### config.mk
export PLATFORM = sky130hd
export DESIGN_NAME = pipe_stage_chain
export DESIGN_NICKNAME = d
export VERILOG_FILES = /design/src/rtl/pipe_stage_chain.sv
export SDC_FILE = /design/constraint.sdc
export NUM_CORES = 1
export LEC_CHECK = 0
export CAP_MARGIN = 20
export CELL_PAD_IN_SITES_DETAIL_PLACEMENT = 1
export CELL_PAD_IN_SITES_GLOBAL_PLACEMENT = 1
export CORE_AREA = 10 10 104 175
export DETAILED_ROUTE_END_ITERATION = 16
export DIE_AREA = 0 0 114 185
export PLACE_DENSITY_LB_ADDON = 0.15
export RECOVER_POWER = 100
export SYNTH_ARGS = -nofsm -noshare
export SYNTH_HDL_FRONTEND = slang
export SYNTH_SLANG_ARGS = --single-unit
### constraint.sdc
create_clock -name clk -period 6.3 [get_ports clk]
set_input_delay 0.63 -clock clk [delete_from_list [all_inputs] [get_ports clk]]
set_output_delay 0.63 -clock clk [all_outputs]
set_load 0.02 [all_outputs]
### src/rtl/pipe_stage_chain.sv
// pipe_stage_chain
//   Chain of STAGES pipeline registers with a per-stage valid/allowin/ready_go
//   handshake. The chain supports stall back-pressure and a flush for each stage.
//   The DW-bit payload is opaque and is only ever moved, never inspected.
//
//   Optional feature: define PIPE_PERF_CNT_EN to add the perf_retired and
//   perf_bubble counters.
//
// Ports
//   clk          rising-edge clock
//   resetn       asynchronous active-low reset
//   in_valid     upstream offers in_data
//   in_allowin   stage 0 accepts this cycle
//   in_data      upstream payload
//   ready_go     bit i: stage i may hand its payload on
//   flush        bit i: kill the content of stage i
//   out_valid    last stage offers out_data downstream
//   out_allowin  downstream accepts
//   out_data     payload of the last stage
//   stage_valid  valid bit of every stage
//   stage_data   payload of every stage; stage i is at [i*DW +: DW]
//   occupancy    registered count of valid stages
//   perf_retired (PIPE_PERF_CNT_EN) number of out transfers, wraps
//   perf_bubble  (PIPE_PERF_CNT_EN) cycles with out_allowin & ~out_valid, wraps
module pipe_stage_chain #(
  parameter int unsigned STAGES = 4,
  parameter int unsigned DW     = 32,
  parameter int unsigned CW     = 3
) (
  input  logic                 clk,
  input  logic                 resetn,
  input  logic                 in_valid,
  output logic                 in_allowin,
  input  logic [DW-1:0]        in_data,
  input  logic [STAGES-1:0]    ready_go,
  input  logic [STAGES-1:0]    flush,
  output logic                 out_valid,
  input  logic                 out_allowin,
  output logic [DW-1:0]        out_data,
  output logic [STAGES-1:0]    stage_valid,
  output logic [STAGES*DW-1:0] stage_data,
  output logic [CW-1:0]        occupancy
`ifdef PIPE_PERF_CNT_EN
  ,
  output logic [31:0]          perf_retired,
  output logic [31:0]          perf_bubble
`endif
);

  logic [STAGES-1:0] valid_q;
  logic [STAGES-1:0] valid_d;
  logic [STAGES-1:0] go;
  logic [STAGES-1:0] load_valid;
  logic [STAGES:0]   allowin;
  logic [DW-1:0]     data_q    [STAGES];
  logic [DW-1:0]     load_data [STAGES];
  logic [CW-1:0]     occ_d;

  // allowin ripples from the output end back to stage 0. The loop walks
  // downward so that each bit is computed from the already-computed bit above it.
  always_comb begin
    allowin         = '0;
    allowin[STAGES] = out_allowin;
    for (int unsigned k = 0; k < STAGES; k++) begin
      allowin[STAGES-1-k] = ~valid_q[STAGES-1-k]
                          | (ready_go[STAGES-1-k] & allowin[STAGES-k])
                          | flush[STAGES-1-k];
    end
  end

  always_comb begin
    go = valid_q & ready_go & ~flush;
  end

  // What each stage would load: stage 0 loads from upstream, and every
  // later stage loads from its predecessor.
  always_comb begin
    load_valid    = '0;
    load_valid[0] = in_valid;
    load_data[0]  = in_data;
    for (int unsigned k = 1; k < STAGES; k++) begin
      load_valid[k] = go[k-1];
      load_data[k]  = data_q[k-1];
    end
  end

  // Flush beats load. A payload that is handed into a flushed stage is lost.
  always_comb begin
    valid_d = valid_q;
    occ_d   = '0;
    for (int unsigned k = 0; k < STAGES; k++) begin
      if (flush[k]) begin
        valid_d[k] = 1'b0;
      end else if (allowin[k]) begin
        valid_d[k] = load_valid[k];
      end
    end
    for (int unsigned k = 0; k < STAGES; k++) begin
      occ_d = occ_d + CW'(valid_d[k]);
    end
  end

  always_ff @(posedge clk or negedge resetn) begin
    if (!resetn) begin
      valid_q   <= '0;
      occupancy <= '0;
      for (int unsigned k = 0; k < STAGES; k++) begin
        data_q[k] <= '0;
      end
    end else begin
      valid_q   <= valid_d;
      occupancy <= occ_d;
      for (int unsigned k = 0; k < STAGES; k++) begin
        // Data only moves on a real load; an empty load keeps the old bits.
        if (!flush[k] && allowin[k] && load_valid[k]) begin
          data_q[k] <= load_data[k];
        end
      end
    end
  end

  always_comb begin
    in_allowin  = allowin[0];
    out_valid   = go[STAGES-1];
    out_data    = data_q[STAGES-1];
    stage_valid = valid_q;
    stage_data  = '0;
    for (int unsigned k = 0; k < STAGES; k++) begin
      stage_data[k*DW +: DW] = data_q[k];
    end
  end

`ifdef PIPE_PERF_CNT_EN
  always_ff @(posedge clk or negedge resetn) begin
    if (!resetn) begin
      perf_retired <= '0;
      perf_bubble  <= '0;
    end else begin
      if (out_valid && out_allowin) begin
        perf_retired <= perf_retired + 32'd1;
      end
      if (out_allowin && !out_valid) begin
        perf_bubble <= perf_bubble + 32'd1;
      end
    end
  end
`endif

endmodule

==> metrics.md, run 1 <==
| Metric | Value |
|---|---|
| Status | `complete, but fails checks` |
| Failing checks | `capacitance limit, slew limit` |
| Syn Std Cell Area | `between 5000 and 6000 um2` |
| Worst-margin pin slew | `around 3.5 ns` |
| Crit path max fanout | `70` |
| Pre-CTS setup slack | `about 3.1 ns` |
| Peak Freq | `approximately 0.27 GHz` |
| Per-cell routed wire length | `21.36 um` |
| I/O pin cnt | `~210` |
| Syn Inst Count | `339` |
| Syn Nets | `about 390` |
| Post-CTS resize count | `0` |
| Root Buffer | `clkbuf_16` |
| Number of nets with antenna violations after routing | `0` |
| Reg area | `around 3400 um2` |
| First drt pass iteration count | `5` |
| Largest net degree at the start of global routing | `just over 70` |
| Setup slack after layout | `approximately 2.5 ns` |
| Tightest Hold Check Type | `flop to flop` |
| Delay-heaviest family, CP | `buffers and inverters` |
| CP Launch Type | `input port` |
| Tmin final | `between 3 and 4 ns` |
| Util after Layout | `0.5258` |
| Worst path slowest cell | `clkbuf_1` |
| Max-slew headroom | `-1.355` |
| Pwr per Cell Area | `around 330 nW/um2` |
| Post-CTS setup buffer count | `0` |
| Setup TNS | `0 ns` |
| Initial detailed-routing violation count | `57` |
| Register area share after synthesis | `0.5993` |
| Worst EP required | `around 6.7 ns` |
| Port Buf Inserts | `212` |
| Power Total | `about 2.7 mW` |
| Final slew viol count | `around 170` |
| RSZ-0062 raised after global routing | `false` |
| First-pass GRT wire length | `roughly 25,000 um` |
| Die width | `approximately 110 um` |
| H-tree Lvls | `4` |
| Post-Syn Area per Cell | `around 17 um2` |
| CP max stage delay | `2.44 ns` |
| Final setup vio count | `0` |
| Count of cell types in the netlist | `31` |
| FF+latch count, synth | `approximately 140` |
| Grt ovf | `0` |
| Fin crit share | `0.5968` |
| Drt via density | `around 4.8` |
| CTS sink cnt | `~140` |
| Fin nets | `577` |
| Area growth from synthesis to layout | `42.86%` |
| Worst-path clk slew | `roughly 0.060 ns` |
| Critical Path Sink Type | `async pin` |
| Area of the multi-input gates | `about 1700 um2` |
| Starting Density | `0.3681` |
| Die Y | `roughly 190 um` |
| Antenna diodes | `0` |
| CTS Hold Buffers Added | `0` |
| Die ar. | `about 21,000 um2` |
| Clk Latency, worst-skew pair | `around 0.4 ns` |
| Hpwl dp | `around 11,000 um` |
| Core ar. | `roughly 15,000 um2` |
| Setup Skew | `0.01003 ns` |
| Yosys warns | `0` |
| CTS tree | `done` |
| Critical path buffer and inverter count | `2` |
| Number of global-route vias before repair | `around 4,000` |
| Worst setup path class | `input port to async pin` |
| Drt total wl | `approximately 16,000 um` |
| Drt drc | `0` |
| Fillers | `1,515` |
| GRT Total Usage | `0.1508` |
| Via count | `roughly 3,500` |
| Arr. time, crit path | `4.17 ns` |
| Initial antenna violation count | `0` |
| Row cnt | `60` |
| Final weighted congestion in routability-driven placement | `around 0.75` |
| Number of hold violations in the final report | `0` |
| CP Cell Sequence | `clkbuf_1, buf_4` |
| Leakage Power | `between 3 and 4 nW` |
| Max Cap Viol | `4` |
| Worst IR drop on VDD | `around 0.16 mV` |
| Layout cells sized above 1 | `0.1897` |
| Clock tree buffer depth | `2` |
| TritonCTS buffer count | `17` |
[sequential cells by signal (all words and copies together), names as in the netlist]
signal and flops:
stage_data 96, occupancy 3, out_data 32, stage_valid 4
[kinds of logic (layout without fill, tap and decap cells)]
family / Yosys count / after routing / share of synthesized area
AO/OA/AOI/OAI: 11 / 11 / 0.01820
adder cells (fa/ha/maj): 3 / 3 / 0.007991
buffers and inverters: 47 / 251 / 0.06215
flip-flops: 135 / 135 / 0.5993
multiplexers: 128 / 128 / 0.2950
AND/OR/NAND/NOR: 15 / 15 / 0.01732
[path summary, 6_finish.rpt]
check	from	end	slack [ns]	cells after the start
max	resetn	stage_data[36]	2.54	2
min	stage_data[70]	out_data[6]	0.51	1
max reg2reg	stage_valid[3]	stage_data[50]	3.01	4
min reg2reg	stage_data[70]	out_data[6]	0.51	1
max in group clk	flush[3]	stage_data[50]	2.58	5
min in group asynchronous	resetn	out_data[6]	1.41	1
[per-layer routing]
layer / vias to the layer above / GRT usage / part of all wire
met5: - / 0 / 0
met4: 0 / 0.04479 / 0.011
met3: 11 / 0.06220 / 0.077
met2: 118 / 0.2771 / 0.57
met1: 1813 / 0.1489 / 0.34
li1: 1540 / - / -
[Yosys cell counts (all sizes together)]
cell type	number	area share
nand4b	1	0.0016
nand2	3	0.0020
a2bb2oi	1	0.0016
mux2	128	0.30
a311o	1	0.0018
a21boi	1	0.0013
nor2b	2	0.0027
nand2b	2	0.0022
ha	2	0.0044
nor2	1	0.00067
o2111ai	1	0.0016
inv	2	0.0013
a21oi	3	0.0027
fa	1	0.0036
or3b	1	0.0016
nand3b	1	0.0013
a311oi	1	0.0047
buf	45	0.061
nand4bb	1	0.0020
a211oi	1	0.0022
dfrtp	135	0.60
o21ai	2	0.0024
and2	1	0.0011
nand3	1	0.00089
or2b	1	0.0013
[cell usage in the layout (no fill, tap or decap), drive strengths merged, types with 2 or more instances in the layout]
cell | Yosys | layout
clkdlybuf4s50 | 0 | 40
clkbuf | 0 | 24
a21oi | 3 | 3
clkinv | 0 | 2
nand2 | 3 | 3
inv | 2 | 5
ha | 2 | 2
o21ai | 2 | 2
clkinvlp | 0 | 5
mux2 | 128 | 128
nor2b | 2 | 2
dfrtp | 135 | 135
dlygate4sd3 | 0 | 171
bufinv | 0 | 3
nand2b | 2 | 2
[report_power, final]
group	leakage [nW]	total, mW	switching, mW	internal [mW]
Sequential	1.75	1.08	0.0892	0.995
Combinational	1.94	0.582	0.303	0.279
Clock	0.283	1.02	0.385	0.638
Total	3.97	2.69	0.778	1.91
[final cells by class]
type                       count  share of cell area
timing repair buffer         217              0.2655
multi-input combinational    157              0.2088
clock inverter                13             0.02129
inverter                       2           0.0009323
sequential                   135              0.4195
clock buffer                  19             0.05500
tap                          186             0.02890
[metrics by stage]
stage	cell area, um2	hold slack [ns]	cells
final	8053	0.5068	729
after detailed placement	7696	0.5147	697
after global placement	7696	0.4957	697
after CTS	8310	0.2219	729
after floorplan	5637	0.3344	339
after global routing	8053	0.5368	729
Note: power is estimated with default switching activity, not from simulation.
==> inputs of run 2 (changes only) <==
- CORE_AREA: 10 10 104 175 -> 10 10 107 181
- DIE_AREA: 0 0 114 185 -> 0 0 117 191
- clock period: 6.3 -> 3.6 ns (I/O delays scaled with it)
==> run 2 against run 1 <==
The run still ends with capacitance limit, slew limit left. Total power grew 74%. Clock power grew 73%. Non-clock buffer count grew 1. Global-route usage shrank 0.92 points. Sequential power grew 76%. Sequential share of layout area shrank 0.28 points. First-iteration DRC count grew 46%. Cell count grew 0.96%. Clock skew shrank 0.0037 ns. Clock-buffer cell count is the same.
==> metrics.md, run 2 (synthesis results as in run 1) <==
| Metric | Value |
|---|---|
| Drt via density | `~4.7` |
| Met1 Usage GRT | `0.1375` |
| Via count | `between 3,000 and 4,000` |
| R2R setup slack | `0.65 ns` |
| Status | `complete, but fails checks` |
| H-tree Lvls | `4` |
| Per-cell routed wire length | `between 20 and 25 um` |
| Post-CTS setup buffer count | `0` |
| Fin crit share | `0.8256` |
| Hpwl dp | `around 12,000 um` |
| Post-CTS resize count | `0` |
| Peak Freq | `0.3365 GHz` |
| Clk Latency, worst-skew pair | `~0.4 ns` |
| Grt met2 use | `0.2674` |
| Global routing usage on met3 | `0.04991` |
| Max Cap Viol | `1` |
| Post-Layout Cell Count | `between 700 and 800` |
| TritonCTS buffer count | `17` |
| Row cnt | `between 60 and 70` |
| Util after Layout | `0.4977` |
| First drt pass iteration count | `4` |
| Layout cells sized above 1 | `0.2022` |
| Die ar. | `between 20,000 and 25,000 um2` |
| Antenna diodes | `0` |
| Critical Path Sink Type | `flop` |
| Number of hold violations in the final report | `0` |
| Crit path max fanout | `17` |
| Setup Skew | `around 0.0063 ns` |
| Clock tree buffer depth | `2` |
| CTS Hold Buffers Added | `0` |
| Final setup vio count | `0` |
| Core ar. | `between 15,000 and 20,000 um2` |
| Area growth from synthesis to layout | `43.84%` |
| CTS tree | `done` |
| Setup TNS | `0 ns` |
| Arr. time, crit path | `3.26 ns` |
| Final slew viol count | `80` |
| CP Launch Type | `input port` |
| Largest net degree at the start of global routing | `approximately 80` |
| Initial antenna violation count | `0` |
| Grt peak-use layer | `met2` |
| Hold path depth | `1` |
| Leakage Power | `between 3 and 4 nW` |
| Most common cell after layout, fill and taps aside | `dlygate4sd3_1` |
| Worst IR drop on VDD | `around 0.24 mV` |
| Worst EP required | `approximately 3.9 ns` |
| Number of global-route vias before repair | `3,987` |
| RSZ-0062 raised after global routing | `false` |
| Number of nets with antenna violations after routing | `0` |
| Failing checks | `capacitance limit, slew limit` |
| Fin nets | `around 580` |
| Root Buffer | `clkbuf_16` |
| Register-to-Register Path Depth | `5` |
| I/O pin cnt | `around 210` |
| Inst Count DP | `704` |
| Fillers | `between 1,500 and 2,000` |
| Port Buf Inserts | `212` |
| Grt ovf | `0` |
| Largest register FFs | `96` |
| Worst-path clk slew | `approximately 0.060 ns` |
| Die Y | `191 um` |
| First-pass GRT wire length | `23,840 um` |
| Final weighted congestion in routability-driven placement | `between 0.7 and 0.8` |
| GRT Total Usage | `0.1416` |
| Tightest Hold Check Type | `flop to flop` |
| CTS sink cnt | `135` |
| Starting Density | `0.3460` |
| Worst-margin pin slew | `2.012 ns` |
| Worst setup path class | `input port to flop` |
| Drt total wl | `around 16,000 um` |
| Most frequent cells in the layout | `169 x dlygate4sd3_1, 135 x dfrtp_1, 68 x mux2_2` |
| Tmin final | `around 3 ns` |
| Initial detailed-routing violation count | `between 80 and 90` |
| Die width | `117 um` |
| Max-slew headroom | `-0.3411` |
| Drt drc | `0` |
| Pwr per Cell Area | `between 500 and 600 nW/um2` |
==> run 2: critical path, cell delays in order <==
cell	delay, ns
clkdlybuf4s50_1	0.43
or2b_1	0.27
o21ai_0	0.53
a311o_1	1.03
buf_12	0.26
mux2_2	0.35
==> run 2: layout make-up <==
type,count,area (um2),area share
Multi-Input combinational cell,157,1699,0.2096
Tap cell,192,240.2,0.02963
Clock inverter,13,170.2,0.02099
Timing Repair Buffer,218,2180,0.2688
Inverter,2,7.507,0.0009259
Clock buffer,19,432.9,0.05340
Sequential cell,135,3378,0.4167
==> run 2: path summary, 6_finish.rpt <==
| path | start | to |
|---|---|---|
| max | flush[3] | stage_data[34] |
| min | stage_data[67] | out_data[3] |
| max reg2reg | stage_valid[3] | stage_data[34] |
| min reg2reg | stage_data[67] | out_data[3] |
| max in group asynchronous | resetn | out_data[21] |
| min in group asynchronous | resetn | stage_data[9] |
==> run 2: per-layer routing <==
metal / vias to the layer above / share of wire
li1: 1556 / -
met1: 1783 / 0.34
met2: 112 / 0.58
met3: 9 / 0.073
met4: 0 / 0.0091
met5: - / 0
==> run 2: through the flow <==
stage	cell area (um2)	setup WS, ns	power [mW]	hold WS, ns
floorplan	5637	1.200	2.446	0.06441
global placement	7736	0.7681	3.093	0.4477
detailed placement	7736	0.5908	3.121	0.4588
CTS	8339	0.9653	4.914	0.01765
global route	8108	0.4748	4.907	0.5261
finish	8108	0.6279	4.678	0.4934
==> run 2: where the power goes <==
group	internal [mW]	switching [mW]
Clock	1.10	0.664
Sequential	1.74	0.155
Combinational	0.489	0.530
Total	3.33	1.35
==> inputs of run 3 (changes only) <==
- clock period: 3.6 -> 2.8 ns (I/O delays scaled with it)
==> run 3 against run 2 <==
The flow still finishes with violations (capacitance limit, slew limit). Clock power up 20%. First-iteration DRC count down 33%. Design area down 0.29%. Sequential cell count unchanged. Sequential share of layout area up 0.12 points. Hold slack worse by 0.031 ns.
==> metrics.md, run 3 (synthesis results as in run 1) <==
| Metric | Value |
|---|---|
| Critical Path Sink Type | `output port` |
| Reg area | `between 3000 and 4000 um2` |
| Post-CTS resize count | `0` |
| Number of global-route vias before repair | `about 4,000` |
| Status | `complete, but fails checks` |
| Antenna diodes | `0` |
| Via count | `3,510` |
| Worst setup path class | `flop to output port` |
| Setup TNS | `0 ns` |
| Root Buffer | `clkbuf_16` |
| Most common cell after layout, fill and taps aside | `dlygate4sd3_1` |
| CP Launch Type | `flop` |
| Pwr per Cell Area | `just over 700 nW/um2` |
| Fin nets | `roughly 590` |
| Arr. time, crit path | `approximately 2.3 ns` |
| Final slew viol count | `60` |
| CTS Hold Buffers Added | `1` |
| Largest net degree at the start of global routing | `61` |
| Grt ovf | `0` |
| Design area | `about 8000 um2` |
| Fin crit share | `0.9091` |
| First drt pass iteration count | `4` |
| Number of hold violations in the final report | `0` |
| I/O pin cnt | `between 200 and 250` |
| TritonCTS buffer count | `17` |
| Fillers | `about 1,700` |
| Most frequent cells in the layout | `170 x dlygate4sd3_1, 135 x dfrtp_1, 68 x mux2_2` |
| H-tree Lvls | `4` |
| Die Y | `~190 um` |
| Util after Layout | `0.4962` |
| CTS sink cnt | `135` |
| Worst-margin pin slew | `between 1.5 and 2 ns` |
| Post-CTS setup buffer count | `0` |
| Worst IR drop on VDD | `between 0.3 and 0.4 mV` |
| Drt via density | `4.724` |
| Per-cell routed wire length | `21.56 um` |
| Drt total wl | `between 15,000 and 20,000 um` |
| Core ar. | `16,290 um2` |
| Initial antenna violation count | `0` |
| Port Buf Inserts | `212` |
| First-pass GRT wire length | `approximately 24,000 um` |
| Final setup vio count | `0` |
| Area growth from synthesis to layout | `43.42%` |
| Layout cells sized above 1 | `0.2087` |
| Worst EP required | `between 2 and 3 ns` |
| Final weighted congestion in routability-driven placement | `around 0.81` |
| Tmin final | `approximately 2.5 ns` |
| Drt drc | `0` |
| RSZ-0062 raised after global routing | `false` |
| Placed cell area | `7826 um2` |
| Starting Density | `0.3460` |
| Largest register FFs | `96` |
| Tightest Hold Check Type | `input port to flop` |
| Initial detailed-routing violation count | `between 50 and 60` |
| Worst-path clk slew | `about 0.06 ns` |
| Setup Skew | `slightly below 0.01 ns` |
| Clk Latency, worst-skew pair | `just over 0.4 ns` |
| Max-slew headroom | `-0.02393` |
| Die ar. | `roughly 22,000 um2` |
| Die width | `approximately 120 um` |
| Leakage Power | `roughly 4 nW` |
| GRT Total Usage | `0.1459` |
| CTS tree | `done` |
| Clock tree buffer depth | `2` |
| Number of nets with antenna violations after routing | `0` |
| Area of the multi-input gates | `between 1500 and 2000 um2` |
| Max Cap Viol | `1` |
| Peak Freq | `slightly below 0.4 GHz` |
| Crit path max fanout | `3` |
| Hpwl dp | `about 12,000 um` |
| Failing checks | `capacitance limit, slew limit` |
| Row cnt | `a little over 60` |
## run 3: changes by cell type in the layout (fill, tap and decap cells not counted), sizes merged
cell,delta
clkinvlp,-1
bufinv,-2
dlygate4sd3,+1
clkbuf,+4
buf,+1
clkinv,+4
## run 3: layout make-up
type	instances	area share
well taps	192	0.02972
multi-input cells	157	0.2103
repair buffers	226	0.2729
flip-flops and latches	135	0.4179
clock inverters	14	0.01563
clock buffers	17	0.05262
inverters	2	0.0009286
## run 3: power by group
part | internal (mW) | switching, mW | leakage, nW | total (mW)
sequential | 2.24 | 0.205 | 1.75 | 2.44
clock | 1.22 | 0.883 | 0.258 | 2.11
combinational | 0.636 | 0.686 | 1.98 | 1.32
total | 4.10 | 1.77 | 3.99 | 5.87
## run 3: per-stage QoR
stage / power (mW) / instances / setup slack (ns) / hold WS (ns)
2_1_floorplan: 3.145 / 339 / 0.4002 / -0.01559
3_3_place_gp: 3.991 / 711 / 0.1949 / 0.2878
3_5_place_dp: 4.035 / 711 / 0.1178 / 0.2946
4_1_cts: 6.189 / 743 / 0.3260 / 0.4206
5_1_grt: 6.164 / 743 / 0.09856 / 0.4491
6_report: 5.871 / 743 / 0.2546 / 0.4620
## run 3: path summary, 6_finish.rpt
path	cells past startpoint	slack [ns]	endpoint	from
setup / recovery	5	0.25	in_allowin	stage_valid[3]
min in group asynchronous	2	0.78	out_data[8]	resetn
hold reg to reg	1	0.50	out_data[19]	stage_data[83]
max in group asynchronous	3	0.76	stage_data[17]	resetn
setup reg to reg	6	0.27	stage_data[32]	stage_valid[3]
hold / removal	2	0.46	stage_data[24]	in_data[24]
## run 3: worst max-delay path: stages, from the launching register on
cell	delay, ns
dfrtp_1	0.36
or2b_1	0.27
o2111ai_1	0.24
clkbuf_1	0.19
nand4b_1	0.11
dlygate4sd3_1	0.68
## run 3: routing by layer
metal	routed length, um	up-vias	track usage
li1	-	1564	-
met1	5569	1820	0.1457
met2	9229	114	0.2711
met3	1016	12	0.04677
met4	201	0	0.05158
met5	0	-	0
